**src/rtl/enc1_pkg.sv**
```systemverilog
// Shared widths, LFSR taps and the whitening-mask helper for the encrypt_function_1_pipe slice.
package enc1_pkg;

  localparam int PLAIN_W = 60;
  localparam int RAND_W  = 11;
  localparam int TAG_W   = 6;
  localparam int FRAME_W = 78;
  localparam int Y_W     = 61;

  localparam int LFSR_TAP_A = 10;
  localparam int LFSR_TAP_B = 8;

  // Alternating true/inverted copies of r spread across the 60-bit mask.
  function automatic logic [PLAIN_W-1:0] enc1_mask(input logic [RAND_W-1:0] r);
    return {r[4:0], ~r, r, ~r, ~r, r};
  endfunction

  function automatic logic [RAND_W-1:0] enc1_lfsr_next(input logic [RAND_W-1:0] r);
    return {r[RAND_W-2:0], r[LFSR_TAP_A] ^ r[LFSR_TAP_B]};
  endfunction

endpackage

```
**src/rtl/enc1_lfsr.sv**
```systemverilog
// 11-bit Fibonacci LFSR that steps only when the owner accepts a word.
module enc1_lfsr
  import enc1_pkg::*;
#(
  parameter logic [RAND_W-1:0] SEED = 11'h001
) (
  input  logic              Clk,
  input  logic              Rst_n,
  input  logic              advance,
  output logic [RAND_W-1:0] value
);

  // The all-zero state would lock the register, so it is remapped.
  localparam logic [RAND_W-1:0] L_SEED = (SEED == 11'h000) ? 11'h001 : SEED;

  logic [RAND_W-1:0] r_state;

  always_ff @(posedge Clk or negedge Rst_n) begin
    if (!Rst_n) begin
      r_state <= L_SEED;
    end else if (advance) begin
      r_state <= enc1_lfsr_next(r_state);
    end
  end

  assign value = r_state;

endmodule

```
**src/rtl/encrypt_function_1_pipe.sv**
```systemverilog
// Two-stage whitening encryptor: frame = {plain*2 + mask(r), r, tag}.
// Optional output self-check is enabled by defining ENC1_SELFCHECK_EN.
module encrypt_function_1_pipe
  import enc1_pkg::*;
#(
  parameter logic [RAND_W-1:0] SEED = 11'h001
) (
  input  logic               Clk,
  input  logic               Rst_n,
  input  logic               in_valid,
  output logic               in_ready,
  input  logic [PLAIN_W-1:0] plain,
  input  logic [TAG_W-1:0]   tag,
  output logic               out_valid,
  input  logic               out_ready,
  output logic [FRAME_W-1:0] outEnc
`ifdef ENC1_SELFCHECK_EN
  ,
  output logic               chk_err
`endif
);

  logic               w_s2_load;
  logic               w_s1_load;
  logic               w_accept;
  logic [RAND_W-1:0]  w_rand;
  logic [Y_W-1:0]     w_y;

  logic               r_s1_valid;
  logic [PLAIN_W-1:0] r_s1_plain;
  logic [TAG_W-1:0]   r_s1_tag;
  logic [RAND_W-1:0]  r_s1_rand;
  logic               r_s2_valid;
  logic [FRAME_W-1:0] r_out_enc;

  assign w_s2_load = !r_s2_valid || out_ready;
  assign w_s1_load = !r_s1_valid || w_s2_load;
  assign w_accept  = in_valid && w_s1_load;
  assign in_ready  = w_s1_load;

  enc1_lfsr #(
    .SEED (SEED)
  ) u_lfsr (
    .Clk     (Clk),
    .Rst_n   (Rst_n),
    .advance (w_accept),
    .value   (w_rand)
  );

  // Carry out of bit 60 is dropped so that (y - b)[60:1] recovers plain.
  assign w_y = {r_s1_plain, 1'b0} + {1'b0, enc1_mask(r_s1_rand)};

  always_ff @(posedge Clk or negedge Rst_n) begin
    if (!Rst_n) begin
      r_s1_valid <= 1'b0;
      r_s1_plain <= '0;
      r_s1_tag   <= '0;
      r_s1_rand  <= '0;
    end else begin
      if (w_s1_load) begin
        r_s1_valid <= in_valid;
      end
      if (w_accept) begin
        r_s1_plain <= plain;
        r_s1_tag   <= tag;
        r_s1_rand  <= w_rand;
      end
    end
  end

  always_ff @(posedge Clk or negedge Rst_n) begin
    if (!Rst_n) begin
      r_s2_valid <= 1'b0;
      r_out_enc  <= '0;
    end else if (w_s2_load) begin
      r_s2_valid <= r_s1_valid;
      if (r_s1_valid) begin
        r_out_enc <= {w_y, r_s1_rand, r_s1_tag};
      end
    end
  end

  assign out_valid = r_s2_valid;
  assign outEnc    = r_out_enc;

`ifdef ENC1_SELFCHECK_EN
  logic [PLAIN_W-1:0] r_s2_plain;
  logic               r_chk_err;
  logic [PLAIN_W-1:0] w_chk_b;
  logic [PLAIN_W-1:0] w_y_hi;
  logic               w_borrow;
  logic [PLAIN_W-1:0] w_dec_plain;

  // Bits [60:1] of (y - {0,b}) taken directly, borrowing from bit 0.
  assign w_chk_b     = enc1_mask(r_out_enc[RAND_W+TAG_W-1:TAG_W]);
  assign w_y_hi      = r_out_enc[FRAME_W-1:RAND_W+TAG_W+1];
  assign w_borrow    = !r_out_enc[RAND_W+TAG_W] && w_chk_b[0];
  assign w_dec_plain = w_y_hi - {1'b0, w_chk_b[PLAIN_W-1:1]}
                       - {{(PLAIN_W-1){1'b0}}, w_borrow};

  always_ff @(posedge Clk or negedge Rst_n) begin
    if (!Rst_n) begin
      r_s2_plain <= '0;
      r_chk_err  <= 1'b0;
    end else begin
      if (w_s2_load && r_s1_valid) begin
        r_s2_plain <= r_s1_plain;
      end
      if (r_s2_valid && (w_dec_plain != r_s2_plain)) begin
        r_chk_err <= 1'b1;
      end
    end
  end

  assign chk_err = r_chk_err;
`endif

endmodule

```
**config.mk**
```make
export PLATFORM = sky130hd
export DESIGN_NAME = encrypt_function_1_pipe
export DESIGN_NICKNAME = d
export VERILOG_FILES = /design/src/rtl/enc1_pkg.sv /design/src/rtl/enc1_lfsr.sv /design/src/rtl/encrypt_function_1_pipe.sv
export SDC_FILE = /design/constraint.sdc
export NUM_CORES = 1
export LEC_CHECK = 0
export BUFFER_PORTS_ARGS = -buffer_cell sky130_fd_sc_hd__buf_2
export CAP_MARGIN = 15
export CORE_MARGIN = 3
export CORE_UTILIZATION = 58
export DETAILED_ROUTE_END_ITERATION = 8
export PLACE_DENSITY = 0.88
export SKIP_CTS_REPAIR_TIMING = 1
export SLEW_MARGIN = 20
export SYNTH_ARGS = -nofsm -noshare
export SYNTH_HDL_FRONTEND = slang
export SYNTH_HIERARCHICAL = 1
export SYNTH_SLANG_ARGS = --single-unit
```
**constraint.sdc**
```tcl
create_clock -name Clk -period 3.8 [get_ports Clk]
set_clock_uncertainty 0.2 [all_clocks]
set_input_delay 0.19 -clock Clk [delete_from_list [all_inputs] [get_ports Clk]]
set_output_delay 0.19 -clock Clk [all_outputs]
set_load 0.03 [all_outputs]
```
==> flow_summary.ini, run 1 <==
[routing]
wl_per_cell_um = 21.4
ant_nets = 0
drc = 0
wirelength_um = 31300
drtIter0Drc = 983
via_per_inst = 6.30
vias = 9208
dr.pass1.iters = 6

[synthesis]
synth-seq-cells = 167
synth-edff-count = 0
ys_types = 66
syn_area_per_cell_um2 = 9.46
async_flop_share = 1.00
synth_ff_type = dfrtp_1
syn_inst = 1039
synth_common_cells = dfrtp_1 (166), nand2_1 (165), o21ai_0 (99)
synth_top_area_frac = 0.422
ys_seq_area_frac = 0.425
yosys_warnings = 6
yosys.area.top_type = dfrtp_1
netlist_area_um2 = 9830
synth_area_leaders = dfrtp_1 (42%), mux2_2 (7.9%), ha_1 (7.5%), nand2_1 (6.3%), o21ai_0 (5.0%)
synth.most_common_cell = dfrtp_1
syn_nets = 1169

[global_route]
grt_pass1_wl_um = 45300
grt.overflow.total = 0
grt_antenna_before_repair = 1
grt_max_degree = 80
track_usage = 0.318
grt_pass1_vias = 8340

[floorplan]
initial_core_util = 0.606
die_width_um = 136
rows = 46
io-pin-count = 150
fp.dieArea_um2 = 18600
die_h_um = 136
coreArea_um2 = 16200

[place]
dp_hpwl_um = 21500
place_ws_ps = 243
finalWeightedCongestion = 0.994
dpl.cell_count = 1358
numPortBuffers = 149

[power_and_ir_drop]
vdd_drop_max_mv = 0.539
p_leak_uw = 0.00550
powerDensity_nw_per_um2 = 885

[sta]
setup_viol = 0
max_freq_ghz = 0.275
period_minus_slack_ps = 3630
period_share = 0.956
setup_ws_ps = 168
finalHoldViolations = 0
worst_pin_slew_ps = 890
grt_setup_unrepaired = false
drv_slew = 0
finalSetupTns_ps = 0
max_slew_margin = 0.407
holdWs_ps = 148

[finish]
stdcell_count = 1461
drive_above_1_share = 0.227
layout.nets = 1361
utilization = 0.742
final.fill_count = 1159
area_growth_pct = 22.4
multi_input_area_um2 = 5350
seq_area_um2 = 4180

[clock_network]
cts_tree = done
root_buffer = clkbuf_16
htree_levels = 4
clk_latency_ps = 440
cts_buffers = 17
clk_pin_slew_ps = 70
clock-sinks = 167
ctsLongestPathBuffers = 2

[setup_path]
crit_arrival_ps = 3810
start_kind = register
crit_path_max_fanout = 10
cp-end-kind = register
crit_type = register to register
worstPathRequired_ps = 3970

[run_status]
status = finished, final reports clean

[hold_path]
hp-class = input pin to async pin

[job]
cap_violations = 0
[cell families (layout without fill, tap and decap cells)]
group | after synthesis | in the layout | synth area share
xor+xnor | 40 | 40 | 0.0356
mux | 77 | 77 | 0.0912
other cells | 0 | 1 | 0
flops | 167 | 167 | 0.425
fa+ha+maj | 60 | 60 | 0.0771
buf+inv | 79 | 284 | 0.0322
compound gates | 297 | 297 | 0.191
simple gates | 319 | 319 | 0.147
[cell type report]
| cell class | count | share of cell area |
|---|---|---|
| antenna | 1 | 0.000208 |
| clock buffer | 17 | 0.0353 |
| clock inverter | 15 | 0.0178 |
| inverter | 27 | 0.00842 |
| multi-input combinational | 793 | 0.444 |
| sequential | 167 | 0.347 |
| tap | 216 | 0.0225 |
| timing repair buffer | 225 | 0.124 |
[power breakdown]
group	internal, µW	total, µW	switching, µW	leakage, µW
registers	2380	2860	488	0.00201
clock network	1120	1910	791	0.000310
logic	2040	5880	3840	0.00319
total	5540	10700	5110	0.00550
[flip-flops by register name, indices dropped and copies added, names as in the netlist]
| name | flops |
|---|---|
| outEnc | 77 |
| r_s1_valid | 1 |
| r_s1_tag | 6 |
| out_valid | 1 |
| r_s1_plain | 60 |
| u_lfsr/value | 11 |
| r_s1_rand | 11 |
[routing by layer]
metal  GRT usage  vias to the layer above  part of all wire
li1            -                     4142                 -
met1       0.461                     4403              0.41
met2       0.474                      570              0.45
met3      0.0648                       93             0.097
met4       0.115                        0             0.035
met5           0                        -                 0
[metrics by stage]
step / instance area (µm²) / total power, µW
global placement: 10700 / 8380
floorplan: 9830 / 6780
detailed placement: 10700 / 8450
CTS: 11300 / 10400
finish: 12000 / 10700
global route: 12000 / 11200
[critical path, cell delays in order, from the launching register on]
cell,delay (ps)
dfrtp_1,510
inv_1,230
ha_1,540
nand4_1,200
nor3_1,360
or4b_1,490
o31a_1,400
or4_1,530
nand3_1,100
[layout by cell type (no fill, tap or decap), types with 17 or more instances in the layout]
cell type,Yosys,layout
a21o_1,22,22
a21oi_1,73,73
buf_2,7,148
clkbuf_16,0,17
dfrtp_1,166,166
dlygate4sd3_1,0,70
ha_1,59,59
inv_1,27,26
mux2_2,69,69
nand2_1,165,163
nand3_1,18,18
nand4_1,22,22
nor2_1,46,46
nor3_1,17,17
o21ai_0,99,99
xnor2_1,25,25
[path summary, 6_finish.rpt]
check / cells past startpoint / endpoint / start / slack [ps]
worst max register to register: 8 / outEnc[68] / r_s1_rand[10] / 170
min in group Clk: 2 / outEnc[18] / outEnc[18] / 280
worst max-delay path: 8 / outEnc[68] / r_s1_rand[10] / 170
max in group asynchronous: 3 / outEnc[1] / Rst_n / 2240
worst min-delay path: 2 / r_s1_rand[9] / Rst_n / 150
worst min register to register: 2 / outEnc[18] / outEnc[18] / 280
No activity file was read; power rests on OpenSTA's default activity.
==> run 2: changes to the inputs <==
--- a/config.mk
+++ b/config.mk
@@ -10,7 +10,8 @@
 export CORE_MARGIN = 3
 export CORE_UTILIZATION = 58
 export DETAILED_ROUTE_END_ITERATION = 8
-export PLACE_DENSITY = 0.88
+export PLACE_DENSITY = 0.83
+export REMOVE_ABC_BUFFERS = 1
 export SKIP_CTS_REPAIR_TIMING = 1
 export SLEW_MARGIN = 20
 export SYNTH_ARGS = -nofsm -noshare
==> run 2 against run 1 <==
  * Clock-buffer cell count is the same
  * Flip-flop and latch count unchanged
  * Core utilization up 0.39 points
  * Critical path type unchanged
  * Highest routed layer unchanged
==> flow_summary.ini, run 2 (synthesis results as in run 1) <==
[finish]
area_growth_pct = 23.1
multi_input_area_um2 = 5350
final.fill_count = 1173
drive_above_1_share = 0.232
largest_register_ffs = 77
fin_area_um2 = 12100
seq_area_um2 = 4180
diodes = 0
layout.nets = 1369
final_common_cell = dfrtp_1
layout_common_cells = dfrtp_1 (166), nand2_1 (163), buf_2 (148)

[clock_network]
clk_latency_ps = 440
ctsLongestPathBuffers = 2
clk_pin_slew_ps = 70
cts_tree = done
clock-sinks = 167
root_buffer = clkbuf_16
cts_buffers = 17
htree_levels = 4

[routing]
via_per_inst = 6.03
wl_per_cell_um = 20.7
ant_nets = 0
drc = 0
drtIter0Drc = 909
wirelength_um = 30400
dr.pass1.iters = 5
vias = 8848

[sta]
max_freq_ghz = 0.277
grt_setup_unrepaired = false
setup_ws_ps = 190
worst_pin_slew_ps = 913
holdWs_ps = 126
finalHoldViolations = 0
period_minus_slack_ps = 3610
setup_viol = 0
drv_slew = 0
period_share = 0.950
max_slew_margin = 0.392

[job]
cap_violations = 0

[global_route]
grt.met3_usage = 0.0537
top_usage_layer = met2
grt_pass1_wl_um = 45100
grt.overflow.total = 0
track_usage = 0.315
grt_max_degree = 87
grtUsageMet1 = 0.448
grt_antenna_before_repair = 0
met2_usage = 0.490
grt_pass1_vias = 8284

[floorplan]
initial_core_util = 0.606
die_h_um = 136
fp.dieArea_um2 = 18600
io-pin-count = 150
rows = 46
die_width_um = 136
coreArea_um2 = 16200

[power_and_ir_drop]
clockPowerShare = 0.171
p_sw_frac = 0.485
power.total_uw = 10500
intPower_uw = 5410
p_comb_frac = 0.560
vdd_drop_max_mv = 0.485
powerDensity_nw_per_um2 = 868
switchingPower_uw = 5090
p_leak_uw = 0.00554
sequentialPowerShare = 0.269

[place]
placed_area_um2 = 10800
place_ws_ps = 257
numPortBuffers = 149
finalWeightedCongestion = 0.958
dp_hpwl_um = 21500

[setup_path]
cp-end-kind = register
cp_top_family = simple AND/OR/NAND/NOR gates
regToRegSetupSlack_ps = 190
crit_arrival_ps = 3790
cp_slowest_cell = or4_1
crit_type = register to register
cp_slowest_stage_delay_ps = 530
crit_buf_inv = 1
critical_path.cell_chain = inv_1, ha_1, a21oi_1, o21ai_2, o21ai_1, and2_1, or4b_1, o31a_1, or4_1, nand3_1
crit_path_max_fanout = 10
worstPathRequired_ps = 3980
start_kind = register

[run_status]
status = finished, final reports clean

[hold_path]
hp-class = input pin to async pin
==> run 2: changes by cell type in the layout (fill, tap and decap cells not counted), moves of 2 or more <==
cell | before | now
buf_4 | 6 | 12
bufinv_16 | 4 | 1
clkinv_8 | 0 | 3
buf_12 | 0 | 2
clkinv_2 | 2 | 0
inv_8 | 3 | 5
==> run 2: stage by stage <==
step	util	std cells	setup TNS (ps)
floorplan	-	987	-7000
global placement	0.664	1366	0
detailed placement	0.664	1366	0
CTS	0.702	1398	0
global route	0.746	1468	0
finish	0.746	1468	0
==> run 2: cell type report <==
type	count	area share
Sequential cell	167	0.345
Timing Repair Buffer	233	0.131
Clock buffer	17	0.0352
Multi-Input combinational cell	793	0.442
Tap cell	216	0.0223
Clock inverter	15	0.0160
Inverter	27	0.00838
==> run 2: worst paths after layout <==
kind | from | end | depth (start not counted)
setup reg to reg | r_s1_rand[9] | outEnc[68] | 10
hold / removal | Rst_n | r_s1_plain[2] | 2
min in group Clk | r_s1_tag[4] | outEnc[4] | 2
max in group asynchronous | Rst_n | r_s1_plain[18] | 3
setup / recovery | r_s1_rand[9] | outEnc[68] | 10
hold reg to reg | r_s1_tag[4] | outEnc[4] | 2
==> run 2: metal layers <==
metal / part of all wire / vias to the layer above
li1: - / 4151
met1: 0.43 / 4262
met2: 0.47 / 379
met3: 0.063 / 56
met4: 0.030 / 0
met5: 0 / -
==> run 2: worst reg2reg max path: stages (launching register included) <==
cell,delay (ps)
dfrtp_1,440
inv_1,230
ha_1,490
a21oi_1,140
o21ai_2,220
o21ai_1,100
and2_1,200
or4b_1,490
o31a_1,420
or4_1,540
nand3_1,100
==> run 2: power by group through the flow <==
stage	Sequential (µW)	Clock, µW	Combinational [µW]
6_report	2820	1800	5880
5_1_grt	2880	1900	6380
4_1_cts	2800	1820	5730
3_5_place_dp	2820	0	5680
3_3_place_gp	2800	0	5640
2_1_floorplan	3460	0	3300
==> run 3: changes to the inputs <==
--- a/config.mk
+++ b/config.mk
@@ -10,7 +10,8 @@
 export CORE_MARGIN = 3
 export CORE_UTILIZATION = 58
 export DETAILED_ROUTE_END_ITERATION = 8
-export PLACE_DENSITY = 0.83
+export GPL_TIMING_DRIVEN = 0
+export PLACE_DENSITY = 0.89
 export REMOVE_ABC_BUFFERS = 1
 export SKIP_CTS_REPAIR_TIMING = 1
 export SLEW_MARGIN = 20
==> run 3 against run 2 <==
  * Flip-flop and latch count unchanged
  * Maximum frequency is 2.2% lower
  * Largest power group unchanged
  * Final cell count shrank 0.68%
  * Critical path type unchanged
==> flow_summary.ini, run 3 (synthesis results as in run 1) <==
[run_status]
status = finished, final reports clean

[sta]
setup_ws_ps = 107
max_slew_margin = 0.311
finalHoldViolations = 0
finalSetupTns_ps = 0
period_minus_slack_ps = 3690
holdWs_ps = 113
max_freq_ghz = 0.271
period_share = 0.972
worst_pin_slew_ps = 1030
drv_slew = 0
setup_viol = 0

[setup_path]
regToRegSetupSlack_ps = 110
crit_type = register to register
r2r-end = outEnc[73]
crit_path_max_fanout = 6
r2r_start = r_s1_rand[0]
worstPathRequired_ps = 3900
cp-end-kind = register
start_kind = register
crit_arrival_ps = 3790
reg2reg_depth = 10

[clock_network]
ctsLongestPathBuffers = 2
clk_latency_ps = 430
clock-sinks = 167
root_buffer = clkbuf_16
htree_levels = 4
cts_buffers = 17
clk_pin_slew_ps = 70
cts_tree = done

[global_route]
grt_pass1_wl_um = 42500
track_usage = 0.295
grt_pass1_vias = 8070
grt.overflow.total = 0
grt_max_degree = 94
grt_antenna_before_repair = 0

[floorplan]
rows = 46
fp.dieArea_um2 = 18600
coreArea_um2 = 16200
die_h_um = 136
die_width_um = 136
io-pin-count = 150
initial_core_util = 0.606

[finish]
largest_register_ffs = 77
layout_common_cells = nand2_1 (163), dfrtp_1 (163), buf_2 (148)
layout.nets = 1359
multi_input_area_um2 = 5370
stdcell_count = 1458
seq_area_um2 = 4180
diodes = 0
area_growth_pct = 22.7
drive_above_1_share = 0.229
final.fill_count = 1189
utilization = 0.743

[place]
numPortBuffers = 149
finalWeightedCongestion = 0.951
dpl.cell_count = 1356
place_ws_ps = -37.1
dp_hpwl_um = 20000

[routing]
wl_met2_um = 13900
dr.pass1.iters = 6
via_per_inst = 6.08
highest_layer = met4
wl_per_cell_um = 20.0
wirelength_um = 29100
vias = 8869
drtIter0Drc = 851
wl_met3_um = 2140
drc = 0
ant_nets = 0
m1WireLength_um = 12300

[power_and_ir_drop]
p_leak_uw = 0.00551
powerDensity_nw_per_um2 = 860
vdd_drop_max_mv = 0.630

[hold_path]
hp-class = input pin to async pin

[job]
cap_violations = 0
run 3: cell types whose count changed in the layout (fill, tap and decap cells not counted), sizes merged:
cell	delta
inv	-3
buf	-10
clkinv	+1
bufinv	+1
clkbuf	+1
run 3: through the flow:
step	total power (µW)	area (µm²)
finish	10400	12100
global route	11000	12100
CTS	10200	11300
detailed placement	8360	10800
global placement	8250	10600
floorplan	6760	9620
run 3: metal layers:
layer / global-route usage / up-vias
li1: - / 4135
met1: 0.408 / 4259
met2: 0.469 / 410
met3: 0.0566 / 65
met4: 0.0980 / 0
met5: 0 / -
run 3: how the worst max path moves through the flow:
| stage | endpoint | depth (start not counted) | startpoint |
|---|---|---|---|
| 5_1_grt | outEnc[65] | 10 | r_s1_rand[0] |
| 3_5_place_dp | outEnc[74] | 10 | r_s1_rand[4] |
| 3_3_place_gp | u_lfsr/value[2] | 5 | out_ready |
| 2_1_floorplan | u_lfsr/value[1] | 4 | out_valid |
| 6_report | outEnc[73] | 10 | r_s1_rand[0] |
| 4_1_cts | outEnc[74] | 10 | r_s1_rand[4] |
run 3: cell type report:
class	count	area share
repair buffers	223	0.129
well taps	216	0.0224
inverters	27	0.00840
clock inverters	14	0.0136
multi-input cells	793	0.445
flip-flops and latches	167	0.347
clock buffers	18	0.0356
run 3: power breakdown:
| part | internal [µW] | switching [µW] | leakage, µW |
|---|---|---|---|
| Sequential | 2380 | 462 | 0.00200 |
| Combinational | 2050 | 3720 | 0.00321 |
| Clock | 988 | 776 | 0.000291 |
| Total | 5410 | 4960 | 0.00551 |
run 3: critical path: stages, from the launching register on:
cell and delay (ps):
dfrtp_1 470, inv_1 200, ha_1 460, nand4_1 190, nor2_1 130, o21ai_0 150, a2111oi_2 620, o211ai_2 240
a211o_1 360, nand4_1 100, or3b_2 430
